$ cat src/rtl/weight_pkg.sv
// weight_pkg: loader FSM state type and default widths shared with the neuron datapath
package weight_pkg;
  typedef enum logic [1:0] {IDLE, LOAD, DONE} state_t;
  localparam int NUM_WEIGHT = 5;
  localparam int ADDRESS_WIDTH = 3;
  localparam int DATA_WIDTH = 8;
endpackage

$ cat src/rtl/weight_loader_if.sv
// weight_loader_if: weight stream (start/wvalid/wdata/wready), status (busy/loadDone) and read port (ren/radd/wout); master = host+MAC side, slave = loader
interface weight_loader_if import weight_pkg::*; #(
  parameter int dataWidth = DATA_WIDTH,
  parameter int addressWidth = ADDRESS_WIDTH
);
  logic start, wvalid, wready, busy, loadDone, ren;
  logic [dataWidth-1:0] wdata, wout;
  logic [addressWidth-1:0] radd;
  modport master(output start, wvalid, wdata, ren, radd, input wready, busy, loadDone, wout);
  modport slave(input start, wvalid, wdata, ren, radd, output wready, busy, loadDone, wout);
endinterface

$ cat src/rtl/weight_ram.sv
// weight_ram: numWeight x dataWidth RAM; ports clk/rst, write we/wadd/wdata, registered read ren/radd/wout (out-of-range reads give 0, read-before-write)
module weight_ram import weight_pkg::*; #(
  parameter int numWeight = NUM_WEIGHT,
  parameter int addressWidth = ADDRESS_WIDTH,
  parameter int dataWidth = DATA_WIDTH
) (
  input  logic clk,
  input  logic rst,
  input  logic we,
  input  logic [addressWidth-1:0] wadd,
  input  logic [dataWidth-1:0] wdata,
  input  logic ren,
  input  logic [addressWidth-1:0] radd,
  output logic [dataWidth-1:0] wout
);
  localparam logic [addressWidth-1:0] last = addressWidth'(numWeight - 1);
  logic [dataWidth-1:0] mem [numWeight];
  always_ff @(posedge clk)
    if (we) mem[wadd] <= wdata;
  always_ff @(posedge clk or posedge rst)
    if (rst) wout <= '0;
    else if (ren) wout <= radd <= last ? mem[radd] : '0;
endmodule

$ cat src/rtl/weight_loader.sv
// weight_loader: streams numWeight weights into weight_ram from address 0 after start; ports clk/rst plus bus (slave) carrying handshake, status and read port
module weight_loader import weight_pkg::*; #(
  parameter int numWeight = NUM_WEIGHT,
  parameter int addressWidth = ADDRESS_WIDTH,
  parameter int dataWidth = DATA_WIDTH
) (
  input  logic clk,
  input  logic rst,
  weight_loader_if.slave bus
);
  localparam logic [addressWidth-1:0] last = addressWidth'(numWeight - 1);
  state_t state, state_n;
  logic [addressWidth-1:0] waddr, waddr_n;
  logic accept;
  always_ff @(posedge clk or posedge rst)
    if (rst) begin
      state <= IDLE;
      waddr <= '0;
    end else begin
      state <= state_n;
      waddr <= waddr_n;
    end
  // outputs decode only the state register, so wready has no path from wvalid
  always_comb begin
    state_n = state;
    waddr_n = waddr;
    bus.wready = state == LOAD;
    bus.busy = state == LOAD;
    bus.loadDone = state == DONE;
    accept = state == LOAD && bus.wvalid;
    if (state != LOAD && bus.start) begin
      state_n = LOAD;
      waddr_n = '0;
    end else if (accept) begin
      state_n = waddr == last ? DONE : LOAD;
      waddr_n = waddr + 1'b1;
    end
  end
  weight_ram #(.numWeight(numWeight), .addressWidth(addressWidth), .dataWidth(dataWidth)) ram (
    .clk(clk), .rst(rst), .we(accept), .wadd(waddr), .wdata(bus.wdata),
    .ren(bus.ren), .radd(bus.radd), .wout(bus.wout)
  );
endmodule

$ cat src/flat_wrapper.sv
// flat-port wrapper written by rule: the top's interface ports become plain ports
module weight_loader_flat import weight_pkg::*;
#(
  parameter int numWeight = NUM_WEIGHT,
  parameter int addressWidth = ADDRESS_WIDTH,
  parameter int dataWidth = DATA_WIDTH
)
  (clk, rst, bus_start, bus_wvalid, bus_wdata, bus_ren, bus_radd, bus_wready, bus_busy, bus_loadDone, bus_wout);
  weight_loader_if #(.dataWidth(dataWidth), .addressWidth(addressWidth)) bus_i ();
  input  logic clk;
  input  logic rst;
  input wire logic [$bits(bus_i.start)-1:0] bus_start;
  input wire logic [$bits(bus_i.wvalid)-1:0] bus_wvalid;
  input wire logic [$bits(bus_i.wdata)-1:0] bus_wdata;
  input wire logic [$bits(bus_i.ren)-1:0] bus_ren;
  input wire logic [$bits(bus_i.radd)-1:0] bus_radd;
  output wire logic [$bits(bus_i.wready)-1:0] bus_wready;
  output wire logic [$bits(bus_i.busy)-1:0] bus_busy;
  output wire logic [$bits(bus_i.loadDone)-1:0] bus_loadDone;
  output wire logic [$bits(bus_i.wout)-1:0] bus_wout;
  assign bus_i.start = bus_start;
  assign bus_i.wvalid = bus_wvalid;
  assign bus_i.wdata = bus_wdata;
  assign bus_i.ren = bus_ren;
  assign bus_i.radd = bus_radd;
  assign bus_wready = bus_i.wready;
  assign bus_busy = bus_i.busy;
  assign bus_loadDone = bus_i.loadDone;
  assign bus_wout = bus_i.wout;
  weight_loader #(.numWeight(numWeight), .addressWidth(addressWidth), .dataWidth(dataWidth)) u_core (.clk(clk), .rst(rst), .bus(bus_i));
endmodule
$ cat config.mk
export PLATFORM = sky130hd
export DESIGN_NAME = weight_loader_flat
export DESIGN_NICKNAME = d
export VERILOG_FILES = /design/src/rtl/weight_pkg.sv /design/src/rtl/weight_loader_if.sv /design/src/rtl/weight_ram.sv /design/src/rtl/weight_loader.sv /design/src/flat_wrapper.sv
export SDC_FILE = /design/constraint.sdc
export NUM_CORES = 1
export LEC_CHECK = 0
export ABC_AREA = 0
export CAP_MARGIN = 20
export CORE_UTILIZATION = 50
export DETAILED_ROUTE_END_ITERATION = 6
export PLACE_DENSITY_LB_ADDON = 0.3
export SLEW_MARGIN = 10
export SYNTH_ARGS = -nofsm -noshare
export SYNTH_HDL_FRONTEND = slang
export SYNTH_SLANG_ARGS = --single-unit
$ cat constraint.sdc
create_clock -name clk -period 2.1 [get_ports clk]
set_input_delay 0.21 -clock clk [delete_from_list [all_inputs] [get_ports clk]]
set_output_delay 0.21 -clock clk [all_outputs]
set_load 0.03 [all_outputs]
## Word level (Yosys, flattened, before mapping)

Memory sizes are Yosys's and may differ from the RTL's.
Cells that the tools add are included.

- Memories: 1
- Input bits: 16
- Memory bits (writable): 40
- Bits in registers: 13
- Output and inout bits: 11
- Word-level logic and storage cells: 21

- Eq/ne operators: 4
- Mux-type cells: 8
- $add $sub $neg: 1
- Reductions and logical operators: 3
- Order comparisons: 1

Memory list:

| name | words | width | read ports | clocked after memory_dff | wr ports | RTL line | source |
|---|---|---|---|---|---|---|---|
| u_core.ram.mem | 5 | 8 | 1 | 0 | 1 | weight_ram.sv:17 | `logic [dataWidth-1:0] mem [numWeight];` |

Operator list:

| kind | count |
|---|---|
| $mux W8 | 1 |
| $mux W2 | 3 |
| $mux W3 | 2 |
| $add A3 B1 Y3 const B | 1 |
| $eq A3 B3 Y1 const B | 1 |
| $le A3 B3 Y1 const B | 1 |
| $eq A2 B1 Y1 const B | 1 |
| $eq A2 B2 Y1 const B | 1 |
| $logic_and A1 B1 Y1 | 2 |
| $mux W1 | 2 |
| $ne A2 B1 Y1 const B | 1 |
| $reduce_bool A2 Y1 | 1 |

## Depth between registers and ports, before layout

Gate-level depths: netlist (run 1).

- Word-level depth: 4
- Mapped depth: 5
- Gate-level depth less buffers: 4

## By module

A second synthesis (run 1) with hierarchy kept.

- Cells, all modules: 139
- Area, all modules: 2,162.1 sq um

By module, submodules not included:

| module | seq. area each (sq um) | times used | area an instance (sq um) | cells an instance |
|---|---|---|---|---|
| weight_ram | 1,401.3 | 1 | 1,886.8 | 113 |
| weight_loader | 125.1 | 1 | 275.3 | 26 |

## Worst setup path after synthesis (run 1)

Ideal clock, no wire load.

- Path kind: flip-flop to flip-flop
- Start: register u_core.waddr[2]
- End: memory u_core.ram.mem[3][0] (netlist name), enable pin
- Stages on the path, launching flop included: 4
- Path slack: 0.608 ns
- Data required time: 1.730 ns
- Arrival time: 1.121 ns
- Buffers on the path: 0
- Period minus slack after synthesis: 1.492 ns
- Setup time: 0.370 ns
- Path through: dfrtp_1 > and4bb_2 > nand2_1 > nor2_1

RTL lines:

| item | RTL line | source |
|---|---|---|
| start, declared | weight_loader.sv:13 | `logic [addressWidth-1:0] waddr, waddr_n;` |
| start signal, assigned | weight_loader.sv:21 | `waddr <= waddr_n;` |
| end, declared | weight_ram.sv:17 |  |

No word-level cell before the write port.

## Final worst setup path (run 1)

- Start: register u_core.state[0]
- End: output port bus_busy

- Cells in the longest elaborated chain, start to end: 1

RTL lines:

| item | RTL line | source |
|---|---|---|
| start, declared | weight_loader.sv:12 | `state_t state, state_n;` |
| start signal, assigned | weight_loader.sv:20 | `state <= state_n;` |
| $eq A2 B1 Y1 | weight_loader.sv:28 | `bus.busy = state == LOAD;` |
| end, declared | flat_wrapper.sv:18 | `output wire logic [$bits(bus_i.busy)-1:0] bus_busy;` |

Every way passes these cells.

==> flow_summary.ini, run 1 <==
[clock_network]
clock_latency_ns = 0.29
htree_levels = 2
numCtsBuffers = 5
post_cts_resized = 0
cts_hold_buf = 0
cts_tree = yes
clockBufferDepth = 2
post-cts-setup-buffers = 0
root_buffer = clkbuf_8
clkSinkCount = 53
path_clk_slew_ns = 0.09

[place]
port_buffers = 26
place_congestion = 0.737
dp_hpwl_um = 2650

[drt]
drtIter0Drc = 69
wl_per_cell_um = 18.2
firstDrtPassIters = 4
via_per_inst = 5.60
drc = 0
postRouteAntennaNets = 0
wl_um = 3740
route.vias.total = 1147

[timing]
fin_crit_ns = 1.84
timing.final.crit_share_pct = 87.6
drv_slew = 0
final-hold-violation-count = 0
rsz0062_at_grt = false
slew_headroom_pct = 58.3
setup_tns_ns = 0
clock.fmax_mhz = 544
setup_violations = 0
clock_skew_ns = 0.00963
worst_pin_slew_ns = 0.625

[global_route]
grt_overflow = 0
met3_usage_pct = 4.79
met2_usage_pct = 34.8
grt_max_degree = 18
grt.total_usage_pct = 18.9
met1_usage_pct = 21.3
busiest_layer = met2
antenna_found_initial = 0
grt_first_pass_wirelength_um = 5800
grt_pass1_vias = 1212

[logic_synthesis]
seq_area_frac_synth_pct = 72.8
synth-seq-cells = 53
synthCells = 122
avgSynthCellArea_um2 = 17.2
synth_cell_types = 28
synthesis.nets = 140
syn_area_um2 = 2100
yosysWarningCount = 0

[floorplanning]
die_y_um = 66.7
die-area_um2 = 4450
die_w_um = 66.7
ios = 27
core_area_um2 = 4000
row_count = 23
start_util_pct = 52.4

[critical_path]
critPathKind = reg -> out
reg2regPathDepth = 3
r2r_start = u_core.state[0]
r2r_end = u_core.ram.mem[4][3]
cp-end-kind = primary output
crit_arrival_ns = 1.63
regToRegSetupSlack_ns = 0.45
cp_max_fo = 4
cp.required_ns = 1.89
start_kind = flip-flop

[hold_path]
min_path_type = in -> async

[cells_and_area]
mostFrequentLayoutCell = edfxtp_1
diodes = 0
final_nets = 172
post_route_cells_drive_above_1_share_pct = 9.03
syn2layout_area_growth_pct = 19.3
final_cell_mix = 40 x edfxtp_1, 26 x clkdlybuf4s50_1, 17 x mux2i_1, 13 x dfrtp_1

[power_and_ir_drop]
p_leak_uw = 0.000933
power_uw = 2670
peakVddDrop_uv = 975
cellPowerDensity_nw_per_um2 = 1070

[job]
drv_cap = 0

[status]
status = finished clean
==> routing by layer <==
metal	part of all wire [%]	vias up
li1	-	542
met1	40	574
met2	56	27
met3	3.4	4
met4	0.72	0
met5	0	-
==> synth_stat cells <==
library cell / count / area share, %
ha_1: 2 / 1.2
inv_2: 1 / 0.18
mux2_1: 1 / 0.54
inv_1: 4 / 0.72
nand2_1: 2 / 0.36
buf_4: 1 / 0.36
or3b_1: 1 / 0.42
nor4b_4: 1 / 1.1
o22ai_1: 8 / 2.4
a221o_1: 8 / 3.8
nand3b_1: 1 / 0.36
o21a_1: 1 / 0.36
edfxtp_1: 40 / 57
nand3_1: 2 / 0.48
mux2i_1: 17 / 8.1
nor2_1: 4 / 0.72
and4_1: 1 / 0.42
and2_1: 2 / 0.60
mux2_2: 1 / 0.54
buf_6: 2 / 1.1
o21ai_1: 3 / 0.72
buf_12: 1 / 0.96
nor2b_1: 1 / 0.30
and3_1: 1 / 0.30
buf_2: 1 / 0.24
and4bb_2: 1 / 0.60
nand4_1: 1 / 0.30
dfrtp_1: 13 / 16
==> state kept, by name, summed over array words and instances, names as in the netlist <==
register,count
u_core.ram.mem,40
u_core.ram.wout,8
u_core.state,2
u_core.waddr,3
==> logic make-up (layout without fill, tap and decap cells) <==
group                    after synthesis  after routing  synth area share, %
AO/OA/AOI/OAI                         20             20                 7.28
adder cells (fa/ha/maj)                2              2                 1.19
AND/OR/NAND/NOR                       18             18                 5.97
buffers and inverters                 10             43                 3.52
flip-flops                            53             53                 72.8
multiplexers                          19             19                 9.19
==> per-stage QoR <==
stage / worst slack [ns] / hold WS (ns) / utilization (%) / std cells / area, um2
after floorplan: 0.608 / 0.0870 / - / 122 / 2100
after global placement: 0.350 / 0.462 / 59.8 / 197 / 2390
after detailed placement: 0.295 / 0.461 / 59.8 / 197 / 2390
after CTS: 0.218 / 0.308 / 62.5 / 205 / 2500
after global routing: 0.186 / 0.335 / 62.5 / 205 / 2500
final: 0.261 / 0.287 / 62.5 / 205 / 2500
==> worst max path at each step <==
stage / startpoint / endpoint / slack [ns] / depth (start not counted)
6_report: u_core.state[0] / bus_busy / 0.26 / 2
3_5_place_dp: bus_wvalid / u_core.ram.mem[1][4] / 0.29 / 3
5_1_grt: u_core.state[0] / bus_busy / 0.19 / 2
2_1_floorplan: u_core.waddr[2] / u_core.ram.mem[3][0] / 0.61 / 3
4_1_cts: u_core.state[0] / bus_busy / 0.22 / 2
3_3_place_gp: bus_wvalid / u_core.ram.mem[1][4] / 0.35 / 3
==> worst max-delay path, stage by stage (launching register included) <==
cell and delay, ns:
dfrtp_1 0.39, nor2b_1 0.23, clkdlybuf4s50_1 0.72
==> power by group <==
part / internal (uW) / switching [uW] / leakage [uW]
Sequential: 1330 / 84.3 / 0.000527
Combinational: 260 / 350 / 0.000354
Clock: 352 / 296 / 0.0000528
Total: 1940 / 730 / 0.000933
==> final cells by class <==
type	count	area [um2]
clock buffers	6	72.6
clock inverters	2	33.8
fillers	287	1500
inverters	5	18.8
multi-input cells	59	495
flip-flops and latches	53	1530
well taps	50	62.6
repair buffers	30	290
Power figures use the tool's default switching activity.
==> run 2, diff against run 1 <==
- SKIP_LAST_GASP: default -> 1
- SYNTH_HIERARCHICAL: default -> 1
==> flow_summary.ini, run 2 <==
[cells_and_area]
nFillCells = 309
post_route_cells_drive_above_1_share_pct = 20.8
diodes = 0
final_cell_mix = 40 x edfxtp_1, 26 x clkdlybuf4s50_1, 13 x dfrtp_1, 11 x mux2_2, 11 x buf_4
top_register = u_core/ram/mem
seqCellArea_um2 = 1530
multi_input_area_um2 = 564
largest_reg_flops = 40
top_regs = u_core/ram/mem: 40 flops, u_core/ram/wout: 8 flops, u_core/waddr: 3 flops
mostFrequentLayoutCell = edfxtp_1
final_nets = 195
syn2layout_area_growth_pct = 22.0

[timing]
setup_tns_ns = 0
rsz0062_at_grt = false
clock_skew_ns = 0.00795
worst_pin_slew_ns = 0.401
drv_slew = 0
slew_headroom_pct = 73.3
clock.fmax_mhz = 516
layout_setup_ws_ns = 0.163
final-hold-violation-count = 0
setup_violations = 0
timing.final.crit_share_pct = 92.3
fin_crit_ns = 1.94

[floorplanning]
die_w_um = 67.8
die-area_um2 = 4590
row_count = 23
ios = 27
start_util_pct = 52.9
core_area_um2 = 4090
die_y_um = 67.8

[logic_synthesis]
synthCells = 139
synth_ff_type = edfxtp_1
syn_area_um2 = 2160
ys_top_cells_by_area = edfxtp_1 56%, dfrtp_1 15%, mux2_2 5.7%, a22oi_1 2.8%, nor2b_1 2.3%
avgSynthCellArea_um2 = 15.6
synth_top_area_share_pct = 55.6
synth-seq-cells = 53
seq_area_frac_synth_pct = 70.6
yosysMostFrequentCell = edfxtp_1
synthTopCellsByCount = 40 x edfxtp_1, 13 x dfrtp_1, 11 x mux2_2
synthArstFlopShare_pct = 24.5
synth_cell_types = 31
yosysWarningCount = 6
synthesis.nets = 157
synth_enable_flop_cells = 40
synth_top_cell_by_area = edfxtp_1

[global_route]
antenna_found_initial = 0
grt_pass1_vias = 1209
grt_max_degree = 18
grt_overflow = 0
grt.total_usage_pct = 19.1
grt_first_pass_wirelength_um = 5900

[drt]
route.vias.total = 1230
postRouteAntennaNets = 0
via_per_inst = 5.39
wl_um = 3820
drc = 0
drtIter0Drc = 54
wl_per_cell_um = 16.8
firstDrtPassIters = 4

[power_and_ir_drop]
p_leak_uw = 0.000993
peakVddDrop_uv = 737
cellPowerDensity_nw_per_um2 = 1060

[clock_network]
htree_levels = 2
clockBufferDepth = 2
path_clk_slew_ns = 0.09
cts_hold_buf = 0
clkSinkCount = 53
post-cts-setup-buffers = 0
cts_tree = yes
root_buffer = clkbuf_8
post_cts_resized = 0
clock_latency_ns = 0.30
numCtsBuffers = 5

[critical_path]
cp_max_fo = 6
endpoint = bus_busy
crit_arrival_ns = 1.73
start_kind = flip-flop
critPathSlowestCell = clkdlybuf4s50_1
critical-path-max-stage-delay_ns = 0.67
reg2regPathDepth = 4
crit_buf_inv = 2
regToRegSetupSlack_ns = 0.55
critPathTopFamily = buffers and inverters
crit_start = u_core/state[1]
path_cells = nand2b_1, inv_1, clkdlybuf4s50_1
critPathKind = reg -> out
r2r_start = u_core/state[1]
cp-end-kind = primary output
r2r_end = u_core/ram/mem[4][4]
cp.depth = 3
cp.required_ns = 1.89

[status]
status = finished clean

[place]
port_buffers = 26
dp_hpwl_um = 2610
pre_cts_ws_ns = 0.330
place_congestion = 0.723

[hold_path]
min_path_type = in -> async

[job]
drv_cap = 0
==> run 2: worst min path at each step <==
stage | slack (ns) | cells past startpoint | endpoint
after floorplan | -0.01 | 1 | u_core/state[0]
after detailed placement | 0.45 | 2 | u_core/ram/wout[5]
after global placement | 0.44 | 2 | u_core/ram/wout[6]
after global routing | 0.14 | 2 | u_core/waddr[2]
after CTS | 0.13 | 2 | u_core/state[0]
final | 0.13 | 2 | u_core/state[1]
==> run 2: area by class of cell <==
| cell class | count | area share [%] |
|---|---|---|
| inverters | 6 | 0.853 |
| repair buffers | 37 | 13.0 |
| multi-input cells | 74 | 21.4 |
| clock buffers | 6 | 3.13 |
| flip-flops and latches | 53 | 57.8 |
| well taps | 50 | 2.37 |
| clock inverters | 2 | 1.42 |
==> run 2: metrics by stage <==
stage	hold WS, ns	area, um2	total power, uW	instances	utilization, %
after detailed placement	0.446	2520	2110	220	61.6
after global placement	0.445	2520	2080	220	61.6
final	0.132	2640	2790	228	64.6
after global routing	0.145	2640	2920	228	64.6
after CTS	0.135	2640	2810	228	64.6
after floorplan	-0.0115	2160	1850	139	-
==> run 2: power by group <==
part / internal (uW) / switching (uW) / total (uW) / leakage [uW]
logic: 305 / 357 / 662 / 0.000409
registers: 1330 / 95.3 / 1420 / 0.000526
clock network: 387 / 313 / 701 / 0.0000574
==> run 2: cell families (layout without fill, tap and decap cells) <==
group	Yosys count	after routing	synth area share (%)
xor gates and xnor gates	1	1	0.405
muxes	17	17	9.37
AOI/OAI and AO/OA	21	21	6.42
and+or+nand+nor	33	33	8.74
adders and majority gates	2	2	1.16
buffers and inverters	12	51	3.30
DFF	53	53	70.6
==> run 2: per-layer routing <==
layer | wire, um | track usage [%] | part of all wire (%)
met5 | 0 | 0 | 0
met1 | 1590 | 23.3 | 42
met3 | 201 | 5.57 | 5.3
met4 | 51 | 6.38 | 1.3
met2 | 1980 | 32.1 | 52
